<file path="src/rtl/uart_alu_engine.sv">
// ============================================================================
// uart_alu_engine : packet ALU between a UART RX stream and its TX stream
// Rev 1.0
// ============================================================================
`default_nettype none

module uart_alu_engine #(
  parameter int unsigned OPERAND_BYTES = 4,
  parameter logic [7:0]  ERR_BYTE      = 8'hEE
) (
  input  logic       clk_i,
  input  logic       rst_ni,
  input  logic [7:0] rx_tdata_i,
  input  logic       rx_tvalid_i,
  output logic       rx_tready_o,
  output logic [7:0] tx_tdata_o,
  output logic       tx_tvalid_o,
  input  logic       tx_tready_i,
  output logic       busy_o,
  output logic       err_o
);

  localparam int unsigned    c_w          = 8 * OPERAND_BYTES;
  localparam int unsigned    c_bw         = (OPERAND_BYTES > 1) ? $clog2(OPERAND_BYTES) : 1;
  localparam int unsigned    c_mw         = $clog2(c_w) + 1;
  localparam logic [c_bw-1:0] c_bcnt_last = c_bw'(OPERAND_BYTES - 1);
  localparam logic [c_mw-1:0] c_mul_last  = c_mw'(c_w - 1);
  localparam logic [c_mw-1:0] c_send_all  = c_mw'(OPERAND_BYTES);
  localparam logic [15:0]    c_min_p      = 16'(2 * OPERAND_BYTES);
  localparam logic [15:0]    c_p_mask     = 16'(OPERAND_BYTES - 1);

  localparam logic [7:0] c_op_add  = 8'h01;
  localparam logic [7:0] c_op_mul  = 8'h02;
  localparam logic [7:0] c_op_sub  = 8'h04;
  localparam logic [7:0] c_op_and  = 8'h05;
  localparam logic [7:0] c_op_or   = 8'h06;
  localparam logic [7:0] c_op_xor  = 8'h07;
  localparam logic [7:0] c_op_echo = 8'hEC;

  typedef enum logic [3:0] {
    ST_IDLE, ST_RSVD, ST_LEN_LO, ST_LEN_HI, ST_ECHO, ST_LOAD_A, ST_LOAD_B,
    ST_EXEC, ST_MUL_RUN, ST_SEND, ST_DRAIN, ST_SEND_ERR
  } state_t;

  state_t          state_q;
  logic [7:0]      op_q;
  logic [7:0]      len_lo_q;
  logic [15:0]     p_q;
  logic [c_bw-1:0] bcnt_q;
  logic [c_mw-1:0] mcnt_q;
  logic [c_w-1:0]  acc_q;
  logic [c_w-1:0]  opnd_q;
  logic [c_w-1:0]  prod_q;
  logic [7:0]      tx_tdata_q;
  logic            tx_tvalid_q;
  logic            err_q;

  logic [15:0]     w_len;
  logic [15:0]     w_plen;
  logic            w_len_ok;
  logic            w_op_known;
  logic            w_rx_fire;
  logic            w_tx_fire;
  logic [c_w-1:0]  w_alu;
  logic [c_w-1:0]  w_mul_add;

  assign w_len      = {rx_tdata_i, len_lo_q};
  assign w_plen     = (w_len < 16'd4) ? 16'd0 : (w_len - 16'd4);
  assign w_len_ok   = (w_plen >= c_min_p) && ((w_plen & c_p_mask) == 16'd0);
  assign w_op_known = (rx_tdata_i inside {c_op_add, c_op_mul, c_op_sub, c_op_and,
                                          c_op_or, c_op_xor, c_op_echo});
  assign w_rx_fire  = rx_tvalid_i && rx_tready_o;
  assign w_tx_fire  = tx_tvalid_q && tx_tready_i;
  // Shift-add step: multiplicand in acc_q shifts left, multiplier in opnd_q shifts right.
  assign w_mul_add  = opnd_q[0] ? (prod_q + acc_q) : prod_q;

  always_comb begin
    w_alu = acc_q;
    case (op_q)
      c_op_add: w_alu = acc_q + opnd_q;
      c_op_sub: w_alu = acc_q - opnd_q;
      c_op_and: w_alu = acc_q & opnd_q;
      c_op_or:  w_alu = acc_q | opnd_q;
      c_op_xor: w_alu = acc_q ^ opnd_q;
      default:  w_alu = acc_q;
    endcase
  end

  always_comb begin
    rx_tready_o = 1'b0;
    case (state_q)
      ST_IDLE, ST_RSVD, ST_LEN_LO, ST_LEN_HI, ST_LOAD_A, ST_LOAD_B: rx_tready_o = 1'b1;
      ST_ECHO:  rx_tready_o = (p_q != 16'd0) && (!tx_tvalid_q || tx_tready_i);
      ST_DRAIN: rx_tready_o = (p_q != 16'd0);
      default:  rx_tready_o = 1'b0;
    endcase
  end

  always_ff @(posedge clk_i or negedge rst_ni) begin
    if (!rst_ni) begin
      state_q     <= ST_IDLE;
      op_q        <= '0;
      len_lo_q    <= '0;
      p_q         <= '0;
      bcnt_q      <= '0;
      mcnt_q      <= '0;
      acc_q       <= '0;
      opnd_q      <= '0;
      prod_q      <= '0;
      tx_tdata_q  <= '0;
      tx_tvalid_q <= 1'b0;
      err_q       <= 1'b0;
    end else begin
      err_q <= 1'b0;
      case (state_q)
        ST_IDLE: if (w_rx_fire && w_op_known) begin
          op_q    <= rx_tdata_i;
          state_q <= ST_RSVD;
        end
        ST_RSVD: if (w_rx_fire) state_q <= ST_LEN_LO;
        ST_LEN_LO: if (w_rx_fire) begin
          len_lo_q <= rx_tdata_i;
          state_q  <= ST_LEN_HI;
        end
        ST_LEN_HI: if (w_rx_fire) begin
          p_q    <= w_plen;
          bcnt_q <= '0;
          if (op_q == c_op_echo) begin
            state_q <= (w_plen != 16'd0) ? ST_ECHO : ST_IDLE;
          end else if (w_len_ok) begin
            state_q <= ST_LOAD_A;
          end else begin
            state_q <= ST_DRAIN;
            err_q   <= 1'b1;
          end
        end
        ST_ECHO: begin
          if (w_rx_fire) begin
            tx_tdata_q  <= rx_tdata_i;
            tx_tvalid_q <= 1'b1;
            p_q         <= p_q - 16'd1;
          end else if (w_tx_fire) begin
            tx_tvalid_q <= 1'b0;
          end
          if ((p_q == 16'd0) && (!tx_tvalid_q || w_tx_fire)) state_q <= ST_IDLE;
        end
        ST_LOAD_A: if (w_rx_fire) begin
          acc_q[{bcnt_q, 3'b000} +: 8] <= rx_tdata_i;
          p_q <= p_q - 16'd1;
          if (bcnt_q == c_bcnt_last) begin
            bcnt_q  <= '0;
            state_q <= ST_LOAD_B;
          end else begin
            bcnt_q <= bcnt_q + c_bw'(1);
          end
        end
        ST_LOAD_B: if (w_rx_fire) begin
          opnd_q[{bcnt_q, 3'b000} +: 8] <= rx_tdata_i;
          p_q <= p_q - 16'd1;
          if (bcnt_q == c_bcnt_last) begin
            bcnt_q  <= '0;
            mcnt_q  <= '0;
            prod_q  <= '0;
            state_q <= (op_q == c_op_mul) ? ST_MUL_RUN : ST_EXEC;
          end else begin
            bcnt_q <= bcnt_q + c_bw'(1);
          end
        end
        ST_EXEC: begin
          acc_q   <= w_alu;
          mcnt_q  <= '0;
          state_q <= (p_q != 16'd0) ? ST_LOAD_B : ST_SEND;
        end
        ST_MUL_RUN: begin
          if (mcnt_q == c_mul_last) begin
            acc_q   <= w_mul_add;
            mcnt_q  <= '0;
            state_q <= (p_q != 16'd0) ? ST_LOAD_B : ST_SEND;
          end else begin
            prod_q <= w_mul_add;
            acc_q  <= acc_q << 1;
            opnd_q <= opnd_q >> 1;
            mcnt_q <= mcnt_q + c_mw'(1);
          end
        end
        // mcnt_q counts bytes loaded into the tx register; the last handshake closes the packet.
        ST_SEND: if (w_tx_fire || !tx_tvalid_q) begin
          if (mcnt_q == c_send_all) begin
            tx_tvalid_q <= 1'b0;
            state_q     <= ST_IDLE;
          end else begin
            tx_tdata_q  <= acc_q[7:0];
            tx_tvalid_q <= 1'b1;
            acc_q       <= acc_q >> 8;
            mcnt_q      <= mcnt_q + c_mw'(1);
          end
        end
        ST_DRAIN: begin
          if (p_q == 16'd0) begin
            state_q <= ST_SEND_ERR;
          end else if (w_rx_fire) begin
            p_q <= p_q - 16'd1;
            if (p_q == 16'd1) state_q <= ST_SEND_ERR;
          end
        end
        ST_SEND_ERR: begin
          if (!tx_tvalid_q) begin
            tx_tdata_q  <= ERR_BYTE;
            tx_tvalid_q <= 1'b1;
          end else if (tx_tready_i) begin
            tx_tvalid_q <= 1'b0;
            state_q     <= ST_IDLE;
          end
        end
        default: state_q <= ST_IDLE;
      endcase
    end
  end

  assign tx_tdata_o  = tx_tdata_q;
  assign tx_tvalid_o = tx_tvalid_q;
  assign busy_o      = (state_q != ST_IDLE);
  assign err_o       = err_q;

endmodule

`default_nettype wire
</file>
<file path="config.mk">
export PLATFORM = sky130hd
export DESIGN_NAME = uart_alu_engine
export DESIGN_NICKNAME = d
export VERILOG_FILES = /design/src/rtl/uart_alu_engine.sv
export SDC_FILE = /design/constraint.sdc
export NUM_CORES = 1
export LEC_CHECK = 0
export BUFFER_PORTS_ARGS = -buffer_cell sky130_fd_sc_hd__buf_2
export CAP_MARGIN = 40
export CORE_ASPECT_RATIO = 1.25
export CORE_MARGIN = 10
export CORE_UTILIZATION = 61
export CTS_CLUSTER_DIAMETER = 80
export DETAILED_ROUTE_END_ITERATION = 10
export PLACE_DENSITY = 0.88
export SYNTH_ARGS = -nofsm -noshare
export SYNTH_HDL_FRONTEND = slang
export SYNTH_SLANG_ARGS = --single-unit
</file>
<file path="constraint.sdc">
create_clock -name clk_i -period 7.3 [get_ports clk_i]
set_input_delay 0.73 -clock clk_i [delete_from_list [all_inputs] [get_ports clk_i]]
set_output_delay 0.73 -clock clk_i [all_outputs]
set_load 0.05 [all_outputs]
</file>
==> impl_metrics.yaml <==
clock_network:
  tritoncts.num_buffers: 17
  post-cts-setup-buffer-count: 0
  cts.repair.resized: 0
  tritoncts_clock_tree: "yes"
  cts-htree-levels: 4
  root_buffer: "clkbuf_16"
  clock_insertion_delay_worst_skew_ns: 0.44
  path_clk_slew_ns: 0.07
  holdBufCountCts: 0
  cts.sinks: 150
  cts_max_path_buffers: 2
global_route:
  gr-usage-met3: 0.0693
  global_route.usage.met1: 0.392
  grt_antenna_before_repair: 1
  gr-usage-all-layers: 0.311
  number_of_global_route_vias_before_repair: 14400
  gr-total-overflow: 0
  gr-max-usage-layer: "met2"
  grt_start_max_net_pins: 80
  grtUsageMet2: 0.497
  grt_pass1_wl_um: 78800
yosys:
  post_synthesis_net_count: 2043
  ys_warn_count: 0
  fraction_of_the_yosys_area_taken_by_sequential_cells: 0.252
  yosys.cell_types.count: 93
  synthesis.area_mm2: 0.0149
  synthesized_area_per_cell_um2: 7.87
  synth_top_flop_cell: "dfrtp_1"
  ys_seq_elements: 150
  synthArstFlopShare: 1.00
  synth_enable_flop_cells: 0
  synthesis.instances: 1893
timing:
  timing.final.ws_setup_ns: 2.49
  tightest_slew_ns: 0.870
  worst_rel_slew_slack: 0.420
  fraction_of_the_cycle_the_final_worst_path_needs: 0.660
  finalHoldViolCount: 0
  totalNegativeSetupSlack_ns: 0
  post-route-min-period_ns: 4.81
  final-max-slew-violation-count: 0
  final.setup_skew_ns: 0.00942
  max_freq_mhz: 208
  rsz_0062_raised_after_global_routing: "false"
  finalSetupViolCount: 0
place:
  gp_congestion: 1.02
  numPlacedInstances: 2164
  placedInstanceArea_mm2: 0.0153
  dp_worst_setup_slack_ns: 2.59
  numPortBuffers: 23
  dp_hpwl_um: 36200
floorplanning:
  dieArea_mm2: 0.0311
  io_pins: 24
  design.core.area_mm2: 0.0239
  die_w_um: 160
  row_count: 63
  start_util: 0.624
  chipHeight_um: 195
finish:
  final.fill_count: 2025
  nets: 2008
  fin_cells: 2197
  design_area_mm2: 0.0159
  area.growth.synth_to_final_pct: 6.44
  post_route_cells_drive_above_1_share: 0.0823
detailed_routing:
  postRouteAntennaNets: 0
  drt-initial-drc-count: 1931
  wl_per_instance_um: 22.9
  drt-total-wl_um: 50200
  vias: 15300
  drt-pass1-iter-count: 6
  drc: 0
  vias_per_cell: 6.99
power_and_ir_drop:
  power.leakage_nw: 6.73
  vdd.ir_drop.worst_mv: 0.212
  pwr_density_cell_mw_per_mm2: 499
  power_mw: 7.91
flow_run:
  maxCapViolCount: 0
critical_path:
  critPathCaptureType: "flip-flop"
  cp.arrival_ns: 5.13
  worst_ep_required_time_ns: 7.62
  crit_path_max_fanout: 15
  critical_path.startpoint_type: "flip-flop"
  critPathKind: "flip-flop to flip-flop"
run_status:
  run_status: "completed"
worst_hold_path:
  hold_path.class: "input pin to asynchronous set/reset pin"
-- sequential cells by signal (all words and copies together), names as in the netlist, 6 cells and up --
| name | flops |
|---|---|
| acc_q | 32 |
| op_q | 8 |
| len_lo_q | 8 |
| tx_tdata_o | 8 |
| prod_q | 32 |
| opnd_q | 32 |
| p_q | 16 |
| mcnt_q | 6 |
-- cells by family (layout without fill, tap and decap cells) --
| logic type | after synthesis | in the layout | synth area share |
|---|---|---|---|
| buffers and inverters | 234 | 212 | 0.0612 |
| multiplexers | 65 | 65 | 0.0454 |
| AND/OR/NAND/NOR | 547 | 547 | 0.176 |
| flip-flops | 150 | 150 | 0.252 |
| AO/OA/AOI/OAI | 665 | 665 | 0.293 |
| XOR/XNOR | 94 | 94 | 0.0553 |
| adder cells (fa/ha/maj) | 138 | 138 | 0.117 |
| other | 0 | 1 | 0 |
-- worst max-delay path: stages, from the launching register on --
cell and delay (ns):
dfrtp_2 0.40, inv_1 0.45, ha_1 0.32, nand4_1 0.18, nor3_1 0.19, buf_4 0.18
nand2_1 0.13, o41ai_1 0.40, xnor2_1 0.14, ha_1 0.39, a21o_1 0.22, a211o_1 0.34
a211o_1 0.24, a2111oi_0 0.58, o31ai_1 0.19, xnor2_1 0.15, nor3_1 0.13, a31oi_1 0.06
-- cell usage in the layout, fill, tap and decap left out, types with 30 or more instances in the layout --
cell	Yosys	layout
a22o_1	31	31
buf_4	2	32
a21oi_1	161	161
inv_1	123	123
dfrtp_1	150	148
nor3_1	32	31
ha_1	136	136
nand2_1	193	193
xnor2_1	66	66
nand3_1	55	55
o21ai_1	31	30
o21ai_0	143	143
mux2i_1	44	44
a31oi_1	37	37
nor2_1	128	126
-- per-stage QoR --
step,hold WS (ns),util
after floorplan,0.434,-
after global placement,0.463,0.638
after detailed placement,0.471,0.640
after CTS,0.124,0.664
after global routing,0.124,0.664
final,0.122,0.664
-- layer usage --
metal  share of wire  vias up
li1                -     6901
met1            0.38     7237
met2            0.45     1007
met3            0.12      204
met4           0.049        0
met5               0        -
-- path summary, 6_finish.rpt --
kind / from / to / slack [ns] / cells past startpoint
min: rst_ni / mcnt_q[4]$_DFFE_PN0P_ / 0.12 / 1
max in group asynchronous: rst_ni / opnd_q[0]$_DFFE_PN0P_ / 5.72 / 3
max reg2reg: opnd_q[0]$_DFFE_PN0P_ / acc_q[31]$_DFFE_PN0P_ / 2.49 / 17
min reg2reg: p_q[11]$_DFFE_PN0P_ / p_q[11]$_DFFE_PN0P_ / 0.48 / 1
min in group clk_i: p_q[11]$_DFFE_PN0P_ / p_q[11]$_DFFE_PN0P_ / 0.48 / 1
max: opnd_q[0]$_DFFE_PN0P_ / acc_q[31]$_DFFE_PN0P_ / 2.49 / 17
-- cell type report --
class                      count  area [um2]  area share
clock buffer                  19         443      0.0279
antenna                        1        2.50    0.000158
tap                          325         407      0.0256
multi-input combinational   1509       10300       0.648
clock inverter                13         114     0.00718
sequential                   150        3760       0.237
inverter                     123         462      0.0291
timing repair buffer          57         404      0.0255
-- power breakdown --
group / switching, mW / internal, mW / leakage [nW] / total, mW
logic: 3.21 / 2.01 / 4.60 / 5.22
clock network: 0.424 / 0.457 / 0.267 / 0.880
registers: 0.647 / 1.16 / 1.86 / 1.81
-- cells in the mapped netlist (all sizes together) (29+ instances only) --
cell	n	area [um2]
inv	123	462
nor2	128	480
ha	136	1700
mux2i	44	440
o21ai	174	871
xnor2	66	578
a21oi	163	823
dfrtp	150	3750
nand2	193	724
nor3	36	200
o31ai	29	241
nand3	55	275
a22o	31	272
clkbuf	89	334
a31oi	39	256
Note: power is estimated with default switching activity, not from simulation.
